$ cat src/rtl/fpmult_arbiter.sv
// Round-robin arbiter sharing one single-precision multiplier among NREQ requesters,
// with a LATENCY-deep in-order pipeline. Define FPMULT_ZERO_EN to flush zero-exponent operands.
module fpmult_arbiter #(
  parameter int unsigned NREQ    = 4,
  parameter int unsigned LATENCY = 2
) (
  input  logic              clk,
  input  logic              reset_n,
  input  logic [NREQ-1:0]   req_valid,
  input  logic [NREQ*32-1:0] req_a,
  input  logic [NREQ*32-1:0] req_b,
  output logic [NREQ-1:0]   req_ready,
  output logic [NREQ-1:0]   resp_valid,
  output logic [31:0]       resp_m,
  input  logic [NREQ-1:0]   resp_ready,
  output logic              busy
);

  localparam int unsigned TW = (NREQ > 1) ? $clog2(NREQ) : 1;
  localparam int unsigned PD = (LATENCY > 1) ? LATENCY - 1 : 1;

  logic [LATENCY-1:0] v_q;
  logic [TW-1:0]      tag_q [LATENCY];
  logic [31:0]        a_q, b_q;
  logic [31:0]        prod_q [PD];
  logic [TW-1:0]      rr_q;

  logic               last_v;
  logic [TW-1:0]      last_tag;
  logic               adv_c;
  logic               gnt_c;
  logic [TW-1:0]      gidx_c;
  logic [30:0]        mag_c;
  logic [31:0]        p1_c;
  logic [31:0]        a_arr [NREQ];
  logic [31:0]        b_arr [NREQ];

  // Unsigned datapath: hidden-one mantissa product, truncated, exponent wraps mod 256.
  function automatic logic [30:0] fpm(input logic [30:0] a, input logic [30:0] b);
    logic [24:0] top;
    logic [7:0]  e;
    top = 25'((48'({1'b1, a[22:0]}) * 48'({1'b1, b[22:0]})) >> 23);
    e   = a[30:23] + b[30:23] - 8'd127 + 8'(top[24]);
    fpm = {e, top[24] ? top[23:1] : top[22:0]};
  endfunction

  for (genvar i = 0; i < NREQ; i++) begin : g_unpack
    assign a_arr[i] = req_a[32*i +: 32];
    assign b_arr[i] = req_b[32*i +: 32];
  end

  assign last_v   = v_q[LATENCY-1];
  assign last_tag = tag_q[LATENCY-1];
  assign adv_c    = !(last_v && !resp_ready[last_tag]);

  // Rotating-priority search starting at rr_q; no grant while stalled or in reset.
  always_comb begin
    logic [TW-1:0] idx;
    gnt_c  = 1'b0;
    gidx_c = '0;
    idx    = '0;
    for (int unsigned k = 0; k < NREQ; k++) begin
      idx = TW'((32'(rr_q) + k) % NREQ);
      if (!gnt_c && req_valid[idx]) begin
        gnt_c  = 1'b1;
        gidx_c = idx;
      end
    end
    if (!(adv_c && reset_n)) begin
      gnt_c = 1'b0;
    end
  end

  assign req_ready = gnt_c ? (NREQ'(1) << gidx_c) : '0;

  always_comb begin
    mag_c = fpm(a_q[30:0], b_q[30:0]);
`ifdef FPMULT_ZERO_EN
    if (a_q[30:23] == 8'd0 || b_q[30:23] == 8'd0) begin
      mag_c = '0;
    end
`else
    mag_c = mag_c;
`endif
    p1_c = {a_q[31] ^ b_q[31], mag_c};
  end

  // Global shift on advance, global hold on stall.
  always_ff @(posedge clk or negedge reset_n) begin
    if (!reset_n) begin
      v_q  <= '0;
      rr_q <= '0;
      a_q  <= '0;
      b_q  <= '0;
      for (int unsigned k = 0; k < LATENCY; k++) tag_q[k] <= '0;
      for (int unsigned j = 0; j < PD; j++) prod_q[j] <= '0;
    end else if (adv_c) begin
      v_q[0]    <= gnt_c;
      tag_q[0]  <= gidx_c;
      a_q       <= a_arr[gidx_c];
      b_q       <= b_arr[gidx_c];
      prod_q[0] <= p1_c;
      for (int unsigned k = 1; k < LATENCY; k++) begin
        v_q[k]   <= v_q[k-1];
        tag_q[k] <= tag_q[k-1];
      end
      for (int unsigned j = 1; j < PD; j++) prod_q[j] <= prod_q[j-1];
      if (gnt_c) begin
        rr_q <= (32'(gidx_c) == NREQ - 1) ? '0 : gidx_c + 1'b1;
      end
    end
  end

  assign resp_valid = last_v ? (NREQ'(1) << last_tag) : '0;
  assign busy       = |v_q;

  if (LATENCY == 1) begin : g_lat1
    assign resp_m = last_v ? p1_c : '0;
  end else begin : g_latn
    assign resp_m = prod_q[PD-1];
  end

endmodule

$ cat config.mk
export PLATFORM = sky130hd
export DESIGN_NAME = fpmult_arbiter
export DESIGN_NICKNAME = d
export VERILOG_FILES = /design/src/rtl/fpmult_arbiter.sv
export SDC_FILE = /design/constraint.sdc
export NUM_CORES = 2
export LEC_CHECK = 0
export CAP_MARGIN = 5
export CORE_MARGIN = 10
export CORE_UTILIZATION = 40
export DETAILED_ROUTE_END_ITERATION = 8
export SLEW_MARGIN = 20
export SYNTH_ARGS = -nofsm -noshare
export SYNTH_HDL_FRONTEND = slang
export SYNTH_SLANG_ARGS = --single-unit
$ cat constraint.sdc
create_clock -name clk -period 11.2 [get_ports clk]
set_clock_uncertainty 0.1 [all_clocks]
set_input_delay 3.36 -clock clk [delete_from_list [all_inputs] [get_ports clk]]
set_output_delay 3.36 -clock clk [all_outputs]
set_load 0.01 [all_outputs]
Word level (Yosys, flattened, before mapping). Cells that the tools add are included.

Muxes and demuxes: 29. Equal/unequal tests: 1. $add $sub $neg: 7. Reductions and logical operators: 12. $mul: 1. $lt $le $gt $ge: 6. Shift-type cells: 2. Bitwise gates (word level): 3.

Operators by type and width (count): $bmux 32 s2 (2); $mux 32 (4); $mul 24x24->48 (1); $mux 23 (1); $lt 2x3->1 const B (5); $bmux 1 s2 (5); $mux 1 (10); $mux 2 (5); $add 8x1->8 (1); $add 8x8->8 (1); $mux 4 (2); $shl 1x2->4 const A (2); $sub 8x7->8 const B (1); $logic_and 1x1->1 (5); $logic_not 1->1 (5); $add 2x1->2 const B (2); $add 2x2->2 const B (2); $ge 3x3->1 const B (1); $not 2->3 (1); $eq 2x2->1 const B (1); $reduce_and 2->1 (1); $reduce_or 2->1 (1); $not 1->1 (1); $xor 1x1->1 (1).

Input port bits: 266. Output and inout port bits: 41. Flip-flop bits (word level): 104.

Logic depth before layout (Yosys ltp).
Word-level depth: 16. Gate-level depth with buffers: 37. Gate-level depth less buffers: 35.

Worst setup path after synthesis. OpenSTA, ideal clock, no wires.

Path type: input to output. From: in req_valid[2]. To: out req_ready[3]. Setup slack: 2740 ps. Data arrival time: 5000 ps. Data required time: 7740 ps. Stages on the path: 9. Buffers on the path: 3. Cell sequence: mux2i_1 > nor2_1 > or3_1 > clkbuf_1 > inv_1 > clkbuf_1 > clkbuf_1 > ha_1 > and2_1.

Cells in the longest elaborated chain, start to end: 14.

Ends and longest elaborated chain: start: declaration (RTL line 9) `input logic [NREQ-1:0] req_valid,`; $bmux 1 s2 (RTL line 64) `if (!gnt_c && req_valid[idx]) begin`; $mux 1 (not written as such) (RTL line 64); $mux 1 (RTL line 64); $logic_not 1->1 (RTL line 64); $logic_and 1x1->1 (RTL line 64); $mux 1 (RTL line 64); $logic_not 1->1 (RTL line 64); $logic_and 1x1->1 (RTL line 64); $mux 1 (RTL line 64); $logic_not 1->1 (RTL line 64); $logic_and 1x1->1 (RTL line 64); $mux 2 (*) (RTL line 64); via gidx_c[0] (RTL line 32) `logic [TW-1:0] gidx_c;`; $shl 1x2->4 (*) (RTL line 74) `assign req_ready = gnt_c ? (NREQ'(1) << gidx_c) : '0;`; $mux 4 (*) (RTL line 74); end: declaration (RTL line 12) `output logic [NREQ-1:0] req_ready,`.

Mark *: on every way through the listed nets, which the timed path passes. The rest lies on a longest branch. The select of a mux whose other input is x is not followed.

Final worst setup path.
From: reg b_q[0]. To: reg prod_q (netlist bit resp_m[29]).

Cells in the longest elaborated chain, start to end: 2.

Ends and longest elaborated chain: start: declaration (RTL line 24) `logic [31:0] a_q, b_q;`; start signal: assignment (RTL line 101) `b_q <= b_arr[gidx_c];`; $mul 24x24->48 (RTL line 42) `top = 25'((48'({1'b1, a[22:0]}) * 48'({1'b1, b[22:0]})) >> 23);`; $add 8x1->8 (RTL line 43) `e = a[30:23] + b[30:23] - 8'd127 + 8'(top[24]);`; end: declaration (RTL line 25) `logic [31:0] prod_q [PD];`.

Every way passes these cells. A chain may end at the register's enable or synchronous reset.

==> results.yml <==
status:
  status: "finished clean"
critical_path:
  endpoint_kind_of_the_worst_setup_timing_path: "flip-flop"
  critPathMostFrequentCell: "fa_1"
  timing.critical_path.max_delay_family: "adder cells"
  crit_type: "flip-flop to flip-flop"
  cp_data_arrival_time_ns: 9.59
  cp.buffers_inverters: 7
  regToRegStartpoint: "b_q[0]"
  critical_path_max_stage_delay_ns: 0.81
  critPathLaunchType: "flip-flop"
  cp.required_ns: 11.32
  critical_path.slowest_cell: "dfrtp_1"
  worst_setup_path_startpoint: "b_q[0]"
  critical_path.max_fanout: 22
  worst-r2r-setup-slack_ns: 1.72
detailed_routing:
  post_route_ant_nets: 0
  drtPass1Iterations: 6
  routedLengthMet1_um: 30900
  drt-wirelength-per-cell_um: 20.3
  route.detailed.drc: 0
  dr_total_vias: 20800
  highest-signal-layer: "met4"
  detail_route.wirelength_um: 81300
  detail_route.iter0.violations: 1173
  met3RoutedLength_um: 5510
  wl_met2_um: 41800
  routed_via_density: 5.20
sta:
  finalSetupViolations: 0
  final.setup.tns_ns: 0
  worstMarginPinSlew_ns: 1.12
  timing.max_slew.rel_slack_pct: 25.1
  rsz0062_at_grt: "no"
  final_period_minus_worst_setup_slack_ns: 9.48
  timing_limited_maximum_frequency_mhz: 106
  timing_max_transition_violations_final: 0
  layout_worst_path_cycle_share_pct: 84.6
  hold_violations: 0
synthesis:
  synth_edf_count: 0
  synthArstFlopShare_pct: 100
  synth-warning-count: 0
  post_synthesis_net_count: 3943
  synth.distinct_cells: 68
  synth.yosys.seq_area_share_pct: 10.5
  syn-mean-instance-area_sq_um: 8.22
  synth.ff_latch_count: 104
  syn_inst: 3009
  synth_top_flop_cell: "dfrtp_1"
  syn-cell-area_sq_um: 24700
clock_tree:
  tritoncts: "done"
  cts_num_sinks: 104
  cts_htree_levels: 3
  cts_hold_buf: 0
  cts_buffers: 9
  root_driver: "clkbuf_16"
  cts.reportedPaths.clkPinSlew_ns: 0.09
  clockBufferDepth: 2
  cts_repair_resize_count: 0
  cts_setup_buffers: 0
  clock_latency_reported_for_the_late_side_of_the_worst_skew_pair_ns: 0.40
layout:
  n_antenna_cell: 0
  nNetsFinal: 4142
  layout.core_utilization_pct: 46.9
  drive_gt1_share_pct: 2.77
  fillerInstances: 6077
  area_delta_synth_final_pct: 16.6
job:
  maxCapViolations: 0
placement:
  place.port_buffers: 306
  hpwlAfterDp_um: 65500
  final_gp_congestion: 0.925
floorplan:
  placement_rows: 91
  dieHeight_um: 269
  top_level_ports: 307
  die_w_um: 269
  dieArea_sq_um: 72200
  initial_core_utilization_pct: 40.2
  core_area_sq_um: 61500
global_routing:
  grt_max_degree: 109
  vias_in_the_first_global_route: 23200
  wire_length_of_the_first_global_routing_pass_um: 129000
  grt_antenna_before_repair: 1
  track_usage_pct: 23.1
  grt_remaining_overflow: 0
worst_hold_path:
  worst_hold_startpoint: "tag_q[2]"
  hold_path.class: "flip-flop to flip-flop"
-- per-stage QoR --
step	std cells	worst slack, ns	hold slack (ns)	area (sq um)
after floorplan	3009	2.74	0.346	24700
after global routing	4003	1.26	0.415	28900
after detailed placement	3987	1.85	0.366	28500
after global placement	3987	1.90	0.356	28500
after CTS	4003	1.84	0.383	28900
final	4003	1.72	0.382	28900
-- synth_stat cells, types with 2 or more instances --
cell type | instances | share of area, %
a31oi_1 | 8 | 0.20
o21bai_1 | 4 | 0.12
nor2b_1 | 4 | 0.10
fa_1 | 482 | 39
nor3b_1 | 3 | 0.091
or3_1 | 4 | 0.10
buf_1 | 8 | 0.12
nand4_1 | 8 | 0.20
inv_1 | 572 | 8.7
a211o_1 | 7 | 0.25
o21a_1 | 2 | 0.061
xnor2_1 | 24 | 0.85
o221ai_1 | 3 | 0.11
nand2b_1 | 8 | 0.20
ha_1 | 186 | 9.4
nor3_1 | 11 | 0.22
buf_4 | 2 | 0.061
dfrtp_1 | 104 | 11
a221oi_1 | 3 | 0.11
o21ai_0 | 132 | 2.7
a41oi_1 | 3 | 0.11
buf_2 | 2 | 0.040
nand2_1 | 566 | 8.6
nand3_1 | 111 | 2.2
mux2i_1 | 3 | 0.12
clkinv_1 | 4 | 0.061
a21oi_1 | 48 | 0.97
and3_1 | 6 | 0.15
nor2_1 | 222 | 3.4
o211ai_1 | 15 | 0.46
a21o_1 | 18 | 0.55
a31o_2 | 2 | 0.071
xor2_1 | 6 | 0.21
a221o_1 | 5 | 0.20
o21ai_1 | 13 | 0.26
o41a_1 | 2 | 0.091
clkbuf_1 | 151 | 2.3
or2_2 | 2 | 0.051
and2_1 | 223 | 5.6
a211oi_1 | 3 | 0.091
nand3b_1 | 2 | 0.061
-- final cells by class --
type                            count  area, sq um  share of cell area (%)
Tap cell                          790          988                    3.42
Clock inverter                      7         91.3                   0.316
Multi-Input combinational cell   2165        19400                    67.1
Timing Repair Buffer              352         3410                    11.8
Clock buffer                        9          225                   0.780
Sequential cell                   104         2610                    9.04
Inverter                          576         2160                    7.50
-- worst reg2reg max path: cells and delay by family, from the launching register on --
kind            cells  cell delay [ns]
compound gates     10             1.76
xor+xnor            2             0.33
fa+ha+maj          10             4.78
buf+inv             7             1.09
flops               1             0.81
simple gates        4             0.45
-- worst paths after layout --
kind	endpoint	cells past startpoint
worst max-delay path	resp_m[29]	33
min in group asynchronous	v_q[0]	1
max in group asynchronous	b_q[11]	2
worst min-delay path	last_tag[0]	2
worst max register to register	resp_m[29]	33
worst min register to register	last_tag[0]	2
-- state kept, by name (all words and copies together) (netlist names) --
signal	count
v_q	2
b_q	32
last_tag	2
rr_q	2
a_q	32
tag_q	2
resp_m	32
-- routing by layer --
layer	GRT usage, %	vias up
li1	-	9456
met1	27.0	10400
met2	41.6	765
met3	4.02	159
met4	8.99	0
met5	0	-
-- cell usage in the layout, fill, tap and decap left out, drive strengths merged, types with 16 or more instances in the layout --
master | netlist | layout
a21o | 19 | 19
a21oi | 48 | 48
and2 | 223 | 223
buf | 13 | 47
clkdlybuf4s50 | 0 | 305
dfrtp | 104 | 104
fa | 482 | 482
ha | 186 | 186
inv | 572 | 575
nand2 | 566 | 566
nand3 | 111 | 111
nor2 | 222 | 222
o211ai | 16 | 16
o21ai | 146 | 146
xnor2 | 25 | 25
-- kinds of logic after synthesis --
group / share of synthesized area (%)
adder cells (fa/ha/maj): 48.4
multiplexers: 0.212
XOR/XNOR: 1.19
AO/OA/AOI/OAI: 7.08
flip-flops: 10.5
AND/OR/NAND/NOR: 21.3
buffers and inverters: 11.3
Power is not shown: default switching activity piles up to over one toggle a cycle in this logic, so the estimate is an artifact.
